## src/rtl/std_sram_singleport_arb2_if.sv

```systemverilog
`default_nettype none
// ============================================================================
// Module   : std_sram_singleport_arb2_if
// Purpose  : Request/response and SRAM-side bundle for the two-client arbiter.
// Revision : 1.0
// ============================================================================
interface std_sram_singleport_arb2_if #(
  parameter int ADDR_WIDTH = 1,
  parameter int DATA_WIDTH = 1
);
  logic                  req0_valid;
  logic                  req0_ready;
  logic                  req0_we;
  logic [ADDR_WIDTH-1:0] req0_addr;
  logic [DATA_WIDTH-1:0] req0_din;

  logic                  req1_valid;
  logic                  req1_ready;
  logic                  req1_we;
  logic [ADDR_WIDTH-1:0] req1_addr;
  logic [DATA_WIDTH-1:0] req1_din;

  logic                  resp0_valid;
  logic                  resp1_valid;
  logic [DATA_WIDTH-1:0] resp_data;

  logic                  sram_en;
  logic                  sram_we;
  logic [ADDR_WIDTH-1:0] sram_addr;
  logic [DATA_WIDTH-1:0] sram_din;
  logic [DATA_WIDTH-1:0] sram_dout;

  // Environment side: clients plus the SRAM array model.
  modport master (
    output req0_valid, req0_we, req0_addr, req0_din,
    output req1_valid, req1_we, req1_addr, req1_din,
    output sram_dout,
    input  req0_ready, req1_ready,
    input  resp0_valid, resp1_valid, resp_data,
    input  sram_en, sram_we, sram_addr, sram_din
  );

  // Arbiter side.
  modport slave (
    input  req0_valid, req0_we, req0_addr, req0_din,
    input  req1_valid, req1_we, req1_addr, req1_din,
    input  sram_dout,
    output req0_ready, req1_ready,
    output resp0_valid, resp1_valid, resp_data,
    output sram_en, sram_we, sram_addr, sram_din
  );
endinterface : std_sram_singleport_arb2_if
`default_nettype wire

```

## src/rtl/std_sram_singleport_arb2.sv

```systemverilog
`default_nettype none
// ============================================================================
// Module   : std_sram_singleport_arb2
// Purpose  : Two-client arbiter/sequencer for a registered-output single-port
//            SRAM. Define STD_SRAM_ARB2_ROUND_ROBIN_EN for round-robin
//            arbitration; otherwise requester 0 has fixed priority.
// Revision : 1.0
// ============================================================================
module std_sram_singleport_arb2 #(
  parameter int ADDR_WIDTH = 1,
  parameter int DATA_WIDTH = 1
) (
  input  logic                       clk,
  input  logic                       aregrst,
  std_sram_singleport_arb2_if.slave  bus
);

  logic                  grant0;
  logic                  grant1;
  logic                  granted;
  logic                  we_sel;
  logic [ADDR_WIDTH-1:0] addr_sel;
  logic [DATA_WIDTH-1:0] din_sel;

  logic [1:0]            rd_vld_q;
  logic [1:0]            rd_vld_d;
  logic [1:0]            rd_id_q;
  logic [1:0]            rd_id_d;

`ifdef STD_SRAM_ARB2_ROUND_ROBIN_EN
  // prio_q names the requester that wins the next simultaneous request.
  logic prio_q;
  logic prio_d;

  always_comb begin
    grant0 = 1'b0;
    grant1 = 1'b0;
    if (aregrst) begin
      if (bus.req0_valid && bus.req1_valid) begin
        grant0 = ~prio_q;
        grant1 = prio_q;
      end else begin
        grant0 = bus.req0_valid;
        grant1 = bus.req1_valid;
      end
    end
    prio_d = prio_q;
    if (grant0) begin
      prio_d = 1'b1;
    end else if (grant1) begin
      prio_d = 1'b0;
    end
  end

  always_ff @(posedge clk or negedge aregrst) begin
    if (!aregrst) begin
      prio_q <= 1'b0;
    end else begin
      prio_q <= prio_d;
    end
  end
`else
  always_comb begin
    grant0 = aregrst & bus.req0_valid;
    grant1 = aregrst & bus.req1_valid & ~bus.req0_valid;
  end
`endif

  // Grants are masked during reset so nothing reaches the array while held.
  always_comb begin
    granted  = grant0 | grant1;
    we_sel   = 1'b0;
    addr_sel = '0;
    din_sel  = '0;
    if (grant0) begin
      we_sel   = bus.req0_we;
      addr_sel = bus.req0_addr;
      din_sel  = bus.req0_din;
    end else if (grant1) begin
      we_sel   = bus.req1_we;
      addr_sel = bus.req1_addr;
      din_sel  = bus.req1_din;
    end
  end

  always_comb begin
    rd_vld_d    = {rd_vld_q[0], granted & ~we_sel};
    rd_id_d     = {rd_id_q[0], grant1};
  end

  // Two stages match the array read plus its output register.
  always_ff @(posedge clk or negedge aregrst) begin
    if (!aregrst) begin
      rd_vld_q <= 2'b00;
      rd_id_q  <= 2'b00;
    end else begin
      rd_vld_q <= rd_vld_d;
      rd_id_q  <= rd_id_d;
    end
  end

  assign bus.req0_ready  = grant0;
  assign bus.req1_ready  = grant1;
  assign bus.sram_en     = granted;
  assign bus.sram_we     = we_sel;
  assign bus.sram_addr   = addr_sel;
  assign bus.sram_din    = din_sel;
  assign bus.resp0_valid = rd_vld_q[1] & ~rd_id_q[1];
  assign bus.resp1_valid = rd_vld_q[1] &  rd_id_q[1];
  assign bus.resp_data   = bus.sram_dout;

endmodule : std_sram_singleport_arb2
`default_nettype wire
```

## src/flat_wrapper.sv

```systemverilog
// flat-port wrapper written by rule: the top's interface ports become plain ports
module std_sram_singleport_arb2_flat 
#(
  parameter int ADDR_WIDTH = 1,
  parameter int DATA_WIDTH = 1
)
  (clk, aregrst, bus_req0_valid, bus_req0_we, bus_req0_addr, bus_req0_din, bus_req1_valid, bus_req1_we, bus_req1_addr, bus_req1_din, bus_sram_dout, bus_req0_ready, bus_req1_ready, bus_resp0_valid, bus_resp1_valid, bus_resp_data, bus_sram_en, bus_sram_we, bus_sram_addr, bus_sram_din);
  std_sram_singleport_arb2_if #(.ADDR_WIDTH(ADDR_WIDTH), .DATA_WIDTH(DATA_WIDTH)) bus_i ();
  input  logic clk;
  input  logic aregrst;
  input wire logic [$bits(bus_i.req0_valid)-1:0] bus_req0_valid;
  input wire logic [$bits(bus_i.req0_we)-1:0] bus_req0_we;
  input wire logic [$bits(bus_i.req0_addr)-1:0] bus_req0_addr;
  input wire logic [$bits(bus_i.req0_din)-1:0] bus_req0_din;
  input wire logic [$bits(bus_i.req1_valid)-1:0] bus_req1_valid;
  input wire logic [$bits(bus_i.req1_we)-1:0] bus_req1_we;
  input wire logic [$bits(bus_i.req1_addr)-1:0] bus_req1_addr;
  input wire logic [$bits(bus_i.req1_din)-1:0] bus_req1_din;
  input wire logic [$bits(bus_i.sram_dout)-1:0] bus_sram_dout;
  output wire logic [$bits(bus_i.req0_ready)-1:0] bus_req0_ready;
  output wire logic [$bits(bus_i.req1_ready)-1:0] bus_req1_ready;
  output wire logic [$bits(bus_i.resp0_valid)-1:0] bus_resp0_valid;
  output wire logic [$bits(bus_i.resp1_valid)-1:0] bus_resp1_valid;
  output wire logic [$bits(bus_i.resp_data)-1:0] bus_resp_data;
  output wire logic [$bits(bus_i.sram_en)-1:0] bus_sram_en;
  output wire logic [$bits(bus_i.sram_we)-1:0] bus_sram_we;
  output wire logic [$bits(bus_i.sram_addr)-1:0] bus_sram_addr;
  output wire logic [$bits(bus_i.sram_din)-1:0] bus_sram_din;
  assign bus_i.req0_valid = bus_req0_valid;
  assign bus_i.req0_we = bus_req0_we;
  assign bus_i.req0_addr = bus_req0_addr;
  assign bus_i.req0_din = bus_req0_din;
  assign bus_i.req1_valid = bus_req1_valid;
  assign bus_i.req1_we = bus_req1_we;
  assign bus_i.req1_addr = bus_req1_addr;
  assign bus_i.req1_din = bus_req1_din;
  assign bus_i.sram_dout = bus_sram_dout;
  assign bus_req0_ready = bus_i.req0_ready;
  assign bus_req1_ready = bus_i.req1_ready;
  assign bus_resp0_valid = bus_i.resp0_valid;
  assign bus_resp1_valid = bus_i.resp1_valid;
  assign bus_resp_data = bus_i.resp_data;
  assign bus_sram_en = bus_i.sram_en;
  assign bus_sram_we = bus_i.sram_we;
  assign bus_sram_addr = bus_i.sram_addr;
  assign bus_sram_din = bus_i.sram_din;
  std_sram_singleport_arb2 #(.ADDR_WIDTH(ADDR_WIDTH), .DATA_WIDTH(DATA_WIDTH)) u_core (.clk(clk), .aregrst(aregrst), .bus(bus_i));
endmodule
```

## config.mk

```make
export PLATFORM = sky130hd
export DESIGN_NAME = std_sram_singleport_arb2_flat
export DESIGN_NICKNAME = d
export VERILOG_FILES = /design/src/rtl/std_sram_singleport_arb2_if.sv /design/src/rtl/std_sram_singleport_arb2.sv /design/src/flat_wrapper.sv
export SDC_FILE = /design/constraint.sdc
export NUM_CORES = 1
export LEC_CHECK = 0
export ABC_CLOCK_PERIOD_IN_PS = 1090
export CORE_AREA = 5 5 42 44
export CTS_CLUSTER_DIAMETER = 80
export DETAILED_ROUTE_END_ITERATION = 16
export DIE_AREA = 0 0 47 49
export HOLD_SLACK_MARGIN = 0.02
export PLACE_DENSITY = 0.5
export SETUP_SLACK_MARGIN = 0.3
export SLEW_MARGIN = 20
export SYNTH_ARGS = -nofsm -noshare
export SYNTH_HDL_FRONTEND = slang
export SYNTH_SLANG_ARGS = --single-unit
```

## constraint.sdc

```tcl
create_clock -name clk -period 1.09 [get_ports clk]
set_clock_uncertainty 0.15 [all_clocks]
set_input_delay 0.2725 -clock clk [delete_from_list [all_inputs] [get_ports clk]]
set_output_delay 0.2725 -clock clk [all_outputs]
set_load 0.01 [all_outputs]
```

==> results.txt, run 1 <==
The flow ran to the end, but the final reports show violations. The checks that failed: hold timing, setup timing. Across the VDD grid, the largest voltage drop is 319.3 uV. The post-route DRC violation count is 0. Timing analysis after detailed placement gives a worst setup slack of -1079 ps. The total of warnings raised by yosys came out at 0. The number of antenna cells inserted came out at 0.

The number of clock sinks came out at 4. Across all layers, the routed design uses 256 vias. The number of global-route vias before repair came out at 311. Dividing the detail-routed wire length by the instance count gives 11.48 um.

The switching part of the total is 24.46%. The fraction of final layout cells with drive strength greater than 1 came out at 77.08%. By area, the combinational part of the netlist is dominated by simple AND/OR/NAND/NOR gates. The min-delay analysis places its worst path in the category in2async. The endpoint required time on the critical path is 670 ps. The combinational share of power came out at 31.7%. The xor/xnor share of the synthesized area came out at 0%.

The flop and latch count out of synthesis came out at 4. The clock network latency to the later pin of the worst-skew pair came out at 230 ps. STA classifies the critical path endpoint as an output port. The tightest slew margin relative to the limit came out at 88.82%.

The first global-routing pass estimated 1262 um of wire. The overall overflow remaining after global route is 0. The number of vias per cell came out at 4.000. The post-synthesis compound-gate area fraction came out at 16.00%.

The number of endpoints with negative hold slack in the final report came out at 3. STA classifies the critical path startpoint as a register. The fraction of the mapped netlist area in adder cells came out at 0%. The average instance in the mapped netlist occupies 9.520 um2. The number of cell rows is 14.

Setup repair after global routing could not meet its margin everywhere. The setup path with the least slack is of type reg2out. The initial antenna violation count is 0.

The setup TNS came out at -926.1 ps. The pin count of the biggest net entering global routing came out at 11. The final wirelength came out at 735 um. The detailed placement HPWL came out at 588.1 um. The CTS clock-pin slew for the worst setup and hold paths came out at 40 ps.

The maximum buffer depth of the clock tree is 2. In this run, the clock network consumes 35.8% of the power. The total leakage power came out at 0.0002676 uW. CTS placed an instance of sky130_fd_sc_hd__clkbuf_4 at the clock tree root. Synthesis handed over a netlist of 23 instances. The net count of the finished layout is 61. The netlist uses 14 different library cells.

The part of the total power dissipated in sequential elements is 32.5%. The number of DRC markers after the initial detailed-route iteration is 3. The final weighted congestion in routability-driven placement is 0.6465. The die outline area came out at 0.002303 mm2.

The clock buffer count from CTS is 3. The final count of negative-setup-slack endpoints is 8. Compared with the post-synthesis result, the final layout area differs by 154.3%. The data arrival time at the worst-slack endpoint is 880 ps. For this run, the register share of the synthesized area comes to 45.71%. The share of the clock period used by the worst path after layout is 119.3%. The effective utilization at floorplan came out at 15.63%.

The layout has 147 filler cells. The startpoint of the worst register-to-register path is u_core.rd_id_q[0]. The netlist area before placement came out at 219.0 um2. The simple-gate share of the synthesized area came out at 32.57%. The timing-limited maximum frequency came out at 769.1 MHz. The number of pins exceeding their max-slew limit in the final report is 0.

The total area inside the core boundary comes to 0.001401 mm2. The remaining antenna violation count is 0. In this run the number of H-tree levels came out at 1.

The tightest hold margin is -39.43 ps. The chip height is 49 um. The total power consumption of the routed design is 492.2 uW. The setup slack of the critical path after layout came out at -210.2 ps. The number of maximum-capacitance constraint violations came out at 0. The internal power contribution came out at 371.8 uW.

The first detailed-routing pass ran for 2 iterations. The net load switching power is 120.4 uW. The global-route usage over all layers is 7.839%. The number of input and output port buffers inserted is 17. Of all nets on the critical path, the largest fanout is 2. The shortest period the worst path allows came out at 1300 ps. TritonCTS built the clock tree. The most critical setup path has its startpoint at u_core.rd_id_q[1]. The proportion of synthesized area in mux cells is 0%. 20 I/O pins were placed. The synthesized net count came out at 34. For this design the ratio of total power to cell area is 884.1 mW/mm2. The horizontal die dimension came out at 47 um. The actual transition at the worst max-transition pin came out at 166.7 ps.
cell usage in the layout, fill, tap and decap left out, types with 2 or more instances in the layout:
cell type,n
sky130_fd_sc_hd__buf_6,8
sky130_fd_sc_hd__buf_4,4
sky130_fd_sc_hd__buf_2,5
sky130_fd_sc_hd__dlygate4sd2_1,3
sky130_fd_sc_hd__nand2b_4,3
sky130_fd_sc_hd__clkbuf_4,3
sky130_fd_sc_hd__nand3_1,2
sky130_fd_sc_hd__dfrtp_1,4
sky130_fd_sc_hd__and2_4,2
sky130_fd_sc_hd__clkdlybuf4s15_2,2
sky130_fd_sc_hd__o21ai_2,2
state kept, by name, summed over array words and instances (netlist names):
register	cells
u_core.rd_vld_q	2
u_core.rd_id_q	2
kinds of logic (layout without fill, tap and decap cells):
| family | Yosys count | in the layout |
|---|---|---|
| simple gates | 12 | 12 |
| compound gates | 5 | 5 |
| flops | 4 | 4 |
| buf+inv | 2 | 27 |
power by group through the flow:
stage	combinational, uW	clock (uW)	sequential (uW)
2_1_floorplan	57.9	0	160
3_3_place_gp	137	0	161
3_5_place_dp	138	0	161
4_1_cts	146	187	159
5_1_grt	168	195	161
6_report	156	176	160
critical path, stage by stage, from the launching register on:
cell                      delay [ps]
sky130_fd_sc_hd__dfrtp_1         390
sky130_fd_sc_hd__and2_4          150
sky130_fd_sc_hd__buf_6           110
timing repair:
item                                    in CTS  in global routing
hold endpoints to repair                     4                  3
endpoints found under the setup margin      10                  9
gates resized for setup                     76                  3
pin swaps                                    5                  0
gates cloned                                 0                  0
buffers inserted                             0                  2
final timing paths:
kind	to	slack, ps	cells past startpoint
setup / recovery	bus_resp1_valid	-210	2
hold / removal	u_core.rd_vld_q[0]	-40	4
setup reg to reg	u_core.rd_id_q[1]	470	0
hold reg to reg	u_core.rd_vld_q[1]	200	0
max in group asynchronous	u_core.rd_vld_q[1]	640	5
min in group clk	u_core.rd_vld_q[0]	140	2
metrics by stage:
stage | std cells | util (%) | instance area (um2)
after global placement | 59 | 34.11 | 478.0
after global routing | 64 | 39.73 | 556.8
after detailed placement | 59 | 34.11 | 478.0
after CTS | 62 | 37.59 | 526.8
final | 64 | 39.73 | 556.8
after floorplan | 23 | - | 276.5
routing by layer:
layer / vias to the layer above / part of all wire (%) / global-route usage [%] / wire length [um]
li1: 127 / - / - / -
met1: 109 / 30 / 6.430 / 224
met2: 18 / 49 / 12.22 / 363
met3: 2 / 19 / 4.797 / 136
met4: 0 / 1.4 / 6.912 / 10
met5: - / 0 / 0 / 0
cell usage after synthesis:
cell type	number	area (um2)
sky130_fd_sc_hd__and2_1	1	6.260
sky130_fd_sc_hd__nor2_1	1	3.750
sky130_fd_sc_hd__nand2b_1	3	18.77
sky130_fd_sc_hd__o21ai_1	3	15.01
sky130_fd_sc_hd__buf_4	1	7.510
sky130_fd_sc_hd__o21a_1	1	7.510
sky130_fd_sc_hd__nand3b_1	1	7.510
sky130_fd_sc_hd__buf_2	1	5.000
sky130_fd_sc_hd__nand2_2	1	6.260
sky130_fd_sc_hd__dfrtp_1	4	100.1
sky130_fd_sc_hd__nor2b_1	1	6.260
sky130_fd_sc_hd__nand3_1	3	15.01
sky130_fd_sc_hd__and2_2	1	7.510
sky130_fd_sc_hd__o31ai_2	1	12.51
area by class of cell:
| type | instances | area [um2] | area share, % |
|---|---|---|---|
| Sequential cell | 4 | 100.1 | 17.98 |
| Timing Repair Buffer | 24 | 229.0 | 41.12 |
| Tap cell | 16 | 20.02 | 3.596 |
| Multi-Input combinational cell | 17 | 185.2 | 33.26 |
| Clock buffer | 3 | 22.52 | 4.045 |
Power figures use the tool's default switching activity.
==> inputs of run 2 (changes only) <==
--- a/config.mk
+++ b/config.mk
@@ -10,6 +10,7 @@
 export CTS_CLUSTER_DIAMETER = 80
 export DETAILED_ROUTE_END_ITERATION = 16
 export DIE_AREA = 0 0 47 49
+export GPL_TIMING_DRIVEN = 0
 export HOLD_SLACK_MARGIN = 0.02
 export PLACE_DENSITY = 0.5
 export SETUP_SLACK_MARGIN = 0.3
@@ -17,3 +18,4 @@
 export SYNTH_ARGS = -nofsm -noshare
 export SYNTH_HDL_FRONTEND = slang
 export SYNTH_SLANG_ARGS = --single-unit
+export TNS_END_PERCENT = 1
==> results.txt, run 2 (same netlist as run 1, synthesis figures left out) <==
The setup slack of the critical path after layout came out at -212.5 ps (-2.281 ps). The worst setup path is captured at an output port. The data arrival time at the worst-slack endpoint came out at 880 ps (about the same). The total leakage power is 0.0002646 uW (-1.1%).

The global-route usage over all layers is 8.274% (+0.44 points). The die outline area came out at 0.002303 mm2 (unchanged). The remaining antenna violation count is 0 (unchanged). The number of DRC markers after the initial detailed-route iteration is 0 (-3). The final wirelength is 782 um (+6.4%).

The effective utilization at floorplan is 15.63% (unchanged). The shortest period the worst path allows is 1302 ps (+2.281 ps). The maximum single-stage delay on the critical path came out at 260 ps (-130 ps).

The number of input and output port buffers inserted was 18 (+1). The pin count of the biggest net entering global routing is 9 (-2). The initial antenna violation count came out at 0 (unchanged). The count of filler cells inserted in the layout came to 148 (+0.68%).

Setup repair after global routing could not meet its margin everywhere. STA classifies the critical path startpoint as an input pin. The final weighted congestion in routability-driven placement came out at 0.6240 (-3.5%). The library cells used most frequently in the layout, excluding fill and tap cells, are sky130_fd_sc_hd__buf_6 (6), sky130_fd_sc_hd__dlygate4sd2_1 (6), sky130_fd_sc_hd__buf_2 (6).

The relative area change from synthesis to final layout is 145.7%. The endpoint required time on the critical path came to 670 ps (about the same). The total I/O pin count came out at 20 (unchanged). The total power consumption of the routed design was 490.1 uW (-0.44%). The number of vias per cell came to 4.371 (+9.3%). The number of optimization iterations in the first detailed-route pass was 1 (-1). The number of buffers inserted by post-CTS setup repair was 0 (unchanged). The clock network latency to the later pin of the worst-skew pair is 230 ps (about the same). The number of antenna cells inserted came out at 0 (unchanged). The global-route wire length before repair is 1352 um (+7.1%).

The root buffer cell chosen for the clock tree is sky130_fd_sc_hd__clkbuf_4. The routed length per instance came to 12.61 um (+9.8%). The kind of cell adding the most delay to the critical path is buffers and inverters.

The number of clock sinks is 4 (unchanged). The timing-limited maximum frequency came out at 767.8 MHz (-0.18%). The total power per unit cell area is 910.9 mW/mm2 (+3.0%). The clock tree from TritonCTS is done. The share of the clock period used by the worst path after layout came out at 119.5% (+0.21 points). The worst-case vdd ir drop is 320.0 uV (+0.21%). The level count of the clock H-tree came out at 1 (unchanged). The final count of negative-setup-slack endpoints came to 8 (unchanged). The overall overflow remaining after global route came out at 0 (unchanged). The tightest slew margin relative to the limit is 87.22% (-1.6 points).

The number of pins exceeding their max-slew limit in the final report came out at 0 (unchanged). The checks that failed: setup timing. The net count of the finished layout is 59 (-3.3%).

The number of cell rows came out at 14 (unchanged). Walking the worst path, the cells encountered are buf_8, bufbuf_16, nand3_4, o21ai_4, buf_6. The number of maximum-capacitance constraint violations is 0 (unchanged). The core outline area came out at 0.001401 mm2 (unchanged).

The horizontal die dimension is 47 um (unchanged). The tightest min-delay check is of the in2reg type. The chip height was 49 um (unchanged).

The worst-path cell with the longest stage delay is sky130_fd_sc_hd__bufbuf_16. The flow ran to the end, but the final reports show violations. The area taken by multi-input logic gates came to 172.7 um2 (-6.8%). The worst setup slack before clock tree synthesis was -1297 ps (-218.0 ps). The number of endpoints with negative hold slack in the final report came out at 0 (-3). The buffering stage count on the worst path with inverters included was 3 (+2). The largest registers in the layout are u_core.rd_id_q x2, u_core.rd_vld_q x2. The clock buffer count from CTS came out at 3 (unchanged). The post-route DRC violation count came out at 0 (unchanged). The largest fanout on the critical path is 5 (+3). The number of global-route vias before repair is 334 (+7.4%).

The fraction of final layout cells with drive strength greater than 1 is 63.04% (-14 points). The actual transition at the worst max-transition pin is 190.5 ps (+23.81 ps). The total number of vias is 271 (+5.9%). The maximum buffer depth of the clock tree came to 2 (unchanged). The sequential cell area is 100.1 um2 (unchanged).

The worst setup path category is in2out. The CTS clock-pin slew for the worst setup and hold paths was 30 ps (about the same).
run 2: cell types whose count changed in the layout (fill, tap and decap cells not counted), moves of 2 or more:
cell | before | now
sky130_fd_sc_hd__nand3_1 | 2 | 0
sky130_fd_sc_hd__buf_6 | 8 | 6
sky130_fd_sc_hd__buf_4 | 4 | 0
sky130_fd_sc_hd__clkdlybuf4s15_2 | 2 | 0
sky130_fd_sc_hd__dlygate4sd2_1 | 3 | 6
run 2: path summary, 6_finish.rpt:
path,from,end,slack (ps),cells past startpoint
worst max-delay path,bus_req0_valid,bus_sram_addr,-210,5
worst min-delay path,bus_req0_valid,u_core.rd_id_q[0],150,3
worst max register to register,u_core.rd_id_q[0],u_core.rd_id_q[1],480,0
worst min register to register,u_core.rd_vld_q[0],u_core.rd_vld_q[1],190,0
max in group asynchronous,aregrst,u_core.rd_id_q[1],290,2
min in group asynchronous,aregrst,u_core.rd_vld_q[1],330,2
run 2: per-layer routing:
metal  GRT usage (%)  vias to the layer above  part of all wire, %
met4           5.530                        0                    0
met5               0                        -                    0
li1                -                      125                    -
met2           12.90                       19                   49
met3           4.428                        0                   15
met1           8.018                      127                   36
run 2: area by class of cell:
type                    instances  share of cell area (%)
plain buffers                   2                   4.884
clock buffers                   3                   4.186
multi-input cells              17                   32.09
flip-flops and latches          4                   18.60
well taps                      16                   3.721
repair buffers                 20                   36.51
run 2: power breakdown:
| group | total (uW) | leakage [uW] | switching (uW) | internal, uW |
|---|---|---|---|---|
| clock network | 179 | 0.0000138 | 56.2 | 123 |
| registers | 158 | 0.0000533 | 2.04 | 156 |
| logic | 152 | 0.000197 | 63.2 | 89.3 |
| total | 490 | 0.000265 | 121 | 369 |
run 2: timing repair:
action                                 CTS  global route
endpoints found under the hold margin    4             0
resized for setup                       67             4
setup endpoints to repair               15            14
gates cloned                             1             0
hold buffers                             1             0
pin swaps                                3             3
run 2: metrics by stage:
step	area (um2)	setup TNS [ps]	cells	hold slack [ps]	utilization, %
finish	538.0	-1219	62	151.7	38.39
global route	538.0	-1445	62	147.6	38.39
CTS	529.3	-1380	62	140.5	37.77
detailed placement	451.7	-9331	57	186.2	32.23
global placement	451.7	-8955	57	183.0	32.23
floorplan	251.5	-14.74	23	-173.1	-
